$ cat config.mk
export PLATFORM = sky130hd
export DESIGN_NAME = sys_ctrl_tx_queue
export DESIGN_NICKNAME = d
export VERILOG_FILES = /design/src/rtl/sys_ctrl_tx_queue.sv
export SDC_FILE = /design/constraint.sdc
export NUM_CORES = 1
export LEC_CHECK = 0
export CORE_ASPECT_RATIO = 0.9
export CORE_UTILIZATION = 42
export CTS_CLUSTER_SIZE = 8
export DETAILED_ROUTE_END_ITERATION = 16
export PLACE_DENSITY = 0.61
export SLEW_MARGIN = 20
export SYNTH_ARGS = -nofsm -noshare
export SYNTH_HDL_FRONTEND = slang
export SYNTH_SLANG_ARGS = --single-unit
$ cat constraint.sdc
create_clock -name CLK -period 4.75 [get_ports CLK]
set_clock_uncertainty 0.1 [all_clocks]
set_input_delay 1.1875 -clock CLK [delete_from_list [all_inputs] [get_ports CLK]]
set_output_delay 1.1875 -clock CLK [all_outputs]
set_load 0.1 [all_outputs]
$ cat src/rtl/sys_ctrl_tx_queue.sv
// Tx-side result queue: buffers ALU/register-file results in a small FIFO and
// serialises each entry LSB-byte-first to the UART Tx with a one-cycle gap per byte.
module sys_ctrl_tx_queue #(
  parameter int unsigned DATA_WIDTH = 8,
  parameter int unsigned ALU_WIDTH  = 16,
  parameter int unsigned FIFO_DEPTH = 4
) (
  input  logic                  CLK,
  input  logic                  RST,
  input  logic [ALU_WIDTH-1:0]  ALU_OUT,
  input  logic                  OUT_Valid,
  input  logic [DATA_WIDTH-1:0] RdData,
  input  logic                  RdData_Valid,
  input  logic                  Busy,
  output logic [DATA_WIDTH-1:0] TX_P_DATA,
  output logic                  TX_D_VLD,
  output logic                  FIFO_FULL,
  output logic                  OVERFLOW
);

  localparam int unsigned NBytes = ALU_WIDTH / DATA_WIDTH;
  localparam int unsigned PtrW   = $clog2(FIFO_DEPTH);
  localparam int unsigned CntW   = PtrW + 1;
  localparam int unsigned BlW    = $clog2(NBytes + 1);
  localparam int unsigned EntryW = ALU_WIDTH + 1;

  if ((ALU_WIDTH % DATA_WIDTH) != 0) begin : g_bad_width
    $error("ALU_WIDTH must be a multiple of DATA_WIDTH");
  end
  if (FIFO_DEPTH < 2 || (FIFO_DEPTH & (FIFO_DEPTH - 1)) != 0) begin : g_bad_depth
    $error("FIFO_DEPTH must be a power of 2 and at least 2");
  end

  typedef enum logic [1:0] {StIdle, StSend, StGap} state_e;

  state_e                 state_q, state_d;
  logic [EntryW-1:0]      mem_q [FIFO_DEPTH];
  logic [PtrW-1:0]        wr_ptr_q, wr_ptr_d, rd_ptr_q, rd_ptr_d, wr1_ptr;
  logic [CntW-1:0]        count_q, count_d, free_slots, n_push;
  logic [ALU_WIDTH-1:0]   shift_q, shift_d;
  logic [BlW-1:0]         bytes_left_q, bytes_left_d;
  logic [DATA_WIDTH-1:0]  tx_data_q, tx_data_d;
  logic                   overflow_q, overflow_d;
  logic                   wr0_en, wr1_en, pop, drop;
  logic [EntryW-1:0]      wr0_data, wr1_data, alu_entry, rd_entry, head;

  assign alu_entry = {1'b1, ALU_OUT};
  assign rd_entry  = {1'b0, ALU_WIDTH'(RdData)};
  assign head      = mem_q[rd_ptr_q];
  assign wr1_ptr   = wr_ptr_q + PtrW'(1);

  // Slot accounting uses the count at cycle start; a same-cycle pop frees nothing.
  always_comb begin
    free_slots = CntW'(FIFO_DEPTH) - count_q;
    wr0_en     = 1'b0;
    wr1_en     = 1'b0;
    wr0_data   = alu_entry;
    wr1_data   = rd_entry;
    drop       = 1'b0;
    if (OUT_Valid && RdData_Valid) begin
      if (free_slots >= CntW'(2)) begin
        wr0_en = 1'b1;
        wr1_en = 1'b1;
      end else if (free_slots == CntW'(1)) begin
        wr0_en = 1'b1;
        drop   = 1'b1;
      end else begin
        drop   = 1'b1;
      end
    end else if (OUT_Valid) begin
      if (free_slots != '0) wr0_en = 1'b1;
      else                  drop   = 1'b1;
    end else if (RdData_Valid) begin
      wr0_data = rd_entry;
      if (free_slots != '0) wr0_en = 1'b1;
      else                  drop   = 1'b1;
    end
  end

  always_comb begin
    n_push     = CntW'(wr0_en) + CntW'(wr1_en);
    count_d    = count_q + n_push - CntW'(pop);
    wr_ptr_d   = wr_ptr_q + PtrW'(n_push);
    rd_ptr_d   = rd_ptr_q + PtrW'(pop);
    overflow_d = overflow_q | drop;
  end

  always_comb begin
    state_d      = state_q;
    pop          = 1'b0;
    shift_d      = shift_q;
    bytes_left_d = bytes_left_q;
    tx_data_d    = tx_data_q;
    unique case (state_q)
      StIdle: begin
        if (count_q != '0) begin
          pop          = 1'b1;
          shift_d      = head[ALU_WIDTH-1:0];
          bytes_left_d = head[ALU_WIDTH] ? BlW'(NBytes) : BlW'(1);
          tx_data_d    = head[DATA_WIDTH-1:0];
          state_d      = StSend;
        end
      end
      StSend: begin
        if (!Busy) begin
          shift_d      = shift_q >> DATA_WIDTH;
          bytes_left_d = bytes_left_q - BlW'(1);
          state_d      = StGap;
        end
      end
      StGap: begin
        // Gap cycle lets Tx raise Busy before the next byte is offered.
        if (bytes_left_q != '0) begin
          tx_data_d = shift_q[DATA_WIDTH-1:0];
          state_d   = StSend;
        end else begin
          state_d   = StIdle;
        end
      end
      default: state_d = StIdle;
    endcase
  end

  always_ff @(posedge CLK) begin
    if (!RST) begin
      state_q      <= StIdle;
      wr_ptr_q     <= '0;
      rd_ptr_q     <= '0;
      count_q      <= '0;
      shift_q      <= '0;
      bytes_left_q <= '0;
      tx_data_q    <= '0;
      overflow_q   <= 1'b0;
    end else begin
      state_q      <= state_d;
      wr_ptr_q     <= wr_ptr_d;
      rd_ptr_q     <= rd_ptr_d;
      count_q      <= count_d;
      shift_q      <= shift_d;
      bytes_left_q <= bytes_left_d;
      tx_data_q    <= tx_data_d;
      overflow_q   <= overflow_d;
    end
  end

  // Storage needs no reset: occupancy is tracked by count_q alone.
  always_ff @(posedge CLK) begin
    if (wr0_en) mem_q[wr_ptr_q] <= wr0_data;
    if (wr1_en) mem_q[wr1_ptr]  <= wr1_data;
  end

  assign TX_P_DATA = tx_data_q;
  assign TX_D_VLD  = (state_q == StSend);
  assign FIFO_FULL = (count_q == CntW'(FIFO_DEPTH));
  assign OVERFLOW  = overflow_q;

endmodule

==> results.md <==
* Synth Area in Compound Gates at 22.32%
* Vias in the first global route at ~3600
* Share of cells above drive strength 1 at roughly 13%
* Input/output buffers at 39
* Initial Util at about 43%
* Slew of the pin with the lowest slew margin at 0.9725 ns
* Ys flop type: dfxtp_1
* XOR/XNOR Fraction of Synth Area at under 10%
* Max cap viols at 0
* Max_slew headroom at roughly a third
* Clk buf depth at 2
* Core Box Area at approximately 11000 µm²
* CTS Hold Bufs at 0
* Fin nets at roughly 520
* Reg2reg start: count_q[0]
* Syn Std Cell Area at a little under 5000 µm²
* Pwr Density at 705.1 nW/µm²
* Die footprint at 12280 µm²
* Initial detailed-routing violation count at 302
* Critical-path top delay cell: clkdlybuf4s50_1
* Syn Area/Cell at between 10 and 15 µm²
* Run status: complete, no violations
* Hold depth at 2
* Drt pass-1 iters at 6
* Ys Warns at 0
* CTS tree: built
* Largest family of logic cells by synthesized area: compound AO/OA/AOI/OAI gates
* RSZ-0062 raised after global routing: no
* CTS Buf Count at 9
* Hold_ws at ~0.35 ns
* Worst-path maximum fanout at 9
* DRC Markers at 0
* Max Transition Viols Final at 0
* Endpoint class of the critical path: primary output
* Worst Hold Class: flop to flop
* Post-CTS setup repair buffer count at 0
* Synth unique cells at between 50 and 60
* Detail-routed net length per standard cell at ~18 µm
* Final setup violation count at 0
* Hold EP: mem_q[3][16]
* Floorplan row count at 37
* Gr ovfl total at 0
* Largest net degree at the start of global routing at 27
* Number of synthesized flops with an enable pin at 32
* I/O pin cnt at 40
* Clock Latency Late Sink at 0.35 ns
* Cells after Synth at between 400 and 500
* Final Wtd Congestion at 0.8354
* Drt via density at between 5 and 6
* Antenna Nets Post-Route at 0
* WL final at around 12 mm
* Clk pin slew, worst setup/hold paths at about 0.070 ns
* Final instance area at 5719 µm²
* Die Y at about 110 µm
* H-tree levels at 3
* Initial antenna violation count at 0
* CP required at 3.46 ns
* Total negative slack at 0 ns
* Cts repair resizes at 0
* Yosys reg bits at around 100
* Clock root buffer: clkbuf_16
* Max frequency at between 200 and 300 MHz
* Max VDD drop at ~0.36 mV
* Tcrit/Tclk final at approximately 75%
* Global-route wire length before repair at 19.35 mm
* GRT Util Overall at 20.91%
* Static leakage at ~2 nW
* Die W at 116.7 µm
* Worst Setup Start Kind: flop
* Kind of critical path: flop to primary output
* CP arrival at 2.28 ns
* Post-route minimum period at approximately 3.6 ns
* CTS sink cnt at about 100
* Adder-cell area share of the yosys netlist at 3.422%
* Multiplexer share of the synthesized area at roughly 7.5%
* DR vias at 3629
* Syn_nets at slightly below 500
* # diodes at 0
* Crit path largest cell delay at about 1.1 ns
* R2r setup slk at about 1.4 ns
* Simple-gate share of the synthesized area at 12.36%
* Async set-reset flop share out of synthesis at 0%
* Final hold violation count at 0
* FF-to-FF path depth at 6
* # fillers at 1098
* Hold wc startpoint: mem_q[3][16]
* Register area share after synthesis at approximately half
* Crit path cell chain: nand2b_1 -> inv_1 -> clkdlybuf4s50_1
* Area Overhead vs Synth at 15.02%
* Crit Reg-Reg Endpoint: mem_q[0][1]
* Final HPWL DP at 8.329 mm
* DP Area at roughly 5400 µm²
[critical path: cells and delay by family, from the launching register on]
family,cells,cell delay (ns)
buf+inv,2,1.23
simple gates,1,0.19
flops,1,0.50
[registers in the layout, indices dropped and copies added (netlist names)]
register      flops
shift_q          16
wr_ptr_q          2
rd_ptr_q          2
OVERFLOW          1
bytes_left_q      2
state_q           2
mem_q            68
TX_P_DATA         8
count_q           3
[cell type report]
type / instances / area [µm²] / area share, %
well taps: 156 / 195.2 / 3.413
repair buffers: 45 / 435.4 / 7.613
flip-flops and latches: 104 / 2402 / 42.00
multi-input cells: 302 / 2326 / 40.67
clock buffers: 9 / 225.2 / 3.938
clock inverters: 7 / 78.83 / 1.378
inverters: 15 / 56.30 / 0.9845
[cell families (layout without fill, tap and decap cells)]
| group | after synthesis | after routing |
|---|---|---|
| fa+ha+maj | 13 | 13 |
| mux | 24 | 24 |
| flops | 104 | 104 |
| buf+inv | 49 | 76 |
| simple gates | 121 | 121 |
| compound gates | 138 | 138 |
| xor+xnor | 6 | 6 |
[cell usage in the layout, fill, tap and decap left out, drive strengths merged, types with 3 or more instances in the layout]
cell / Yosys / final
a221oi: 5 / 5
o21ai: 42 / 42
a22oi: 3 / 3
and2: 6 / 6
nand2: 32 / 32
a2bb2o: 9 / 9
dfxtp: 72 / 72
clkdlybuf4s50: 0 / 39
mux2: 15 / 15
o221ai: 8 / 8
a31oi: 6 / 6
a21oi: 11 / 11
edfxtp: 32 / 32
ha: 12 / 12
nor2: 14 / 14
a32o: 9 / 9
mux4: 9 / 9
xnor2: 5 / 5
nor2b: 5 / 5
nand3: 45 / 45
o31ai: 9 / 9
and3: 4 / 4
buf: 19 / 6
nand2b: 5 / 5
a32oi: 4 / 4
o2bb2ai: 23 / 23
inv: 15 / 17
clkbuf: 15 / 9
[power by group]
group	switching, mW	internal, mW
clock network	0.348	0.414
logic	1.14	0.661
registers	0.180	1.29
total	1.66	2.37
[metal layers]
layer | routed length, µm | vias to the layer above | GRT usage, %
li1 | - | 1764 | -
met1 | 5558 | 1768 | 29.56
met2 | 5466 | 90 | 32.16
met3 | 656 | 7 | 5.003
met4 | 111 | 0 | 4.973
met5 | 0 | - | 0
[Yosys cell counts (6+ instances only)]
library cell / n / share of area [%]
o221ai_1: 8 / 1.4
buf_2: 8 / 0.81
nor2_1: 14 / 1.1
and2_1: 6 / 0.75
mux4_2: 9 / 4.1
mux2_2: 15 / 3.4
a2bb2o_1: 7 / 1.4
o21ai_0: 37 / 3.7
a32o_1: 9 / 1.8
ha_1: 12 / 3.0
nand3_1: 45 / 4.5
dfxtp_1: 72 / 29
clkbuf_1: 14 / 1.1
nand2_1: 31 / 2.3
a31oi_1: 6 / 0.75
a21oi_1: 11 / 1.1
o31ai_1: 8 / 1.2
edfxtp_1: 32 / 19
inv_1: 15 / 1.1
o2bb2ai_1: 23 / 4.1
[worst max path at each step]
stage,start,end,slack [ns],depth (start not counted)
after floorplan,OUT_Valid,count_q[2],1.44,13
after global placement,OUT_Valid,count_q[2],0.91,12
after detailed placement,OUT_Valid,count_q[2],0.81,12
after CTS,state_q[0],TX_D_VLD,1.17,3
after global routing,OUT_Valid,count_q[2],1.00,12
final,state_q[0],TX_D_VLD,1.19,3
[stage by stage]
stage | setup WS (ns) | power, mW | instances | utilization [%]
after global placement | 0.9131 | 3.243 | 622 | 47.17
after global routing | 1.003 | 4.317 | 638 | 49.81
final | 1.186 | 4.033 | 638 | 49.81
after detailed placement | 0.8074 | 3.288 | 622 | 47.17
after CTS | 1.167 | 4.051 | 638 | 49.81
after floorplan | 1.439 | 2.886 | 455 | -
Note: power is estimated with default switching activity, not from simulation.
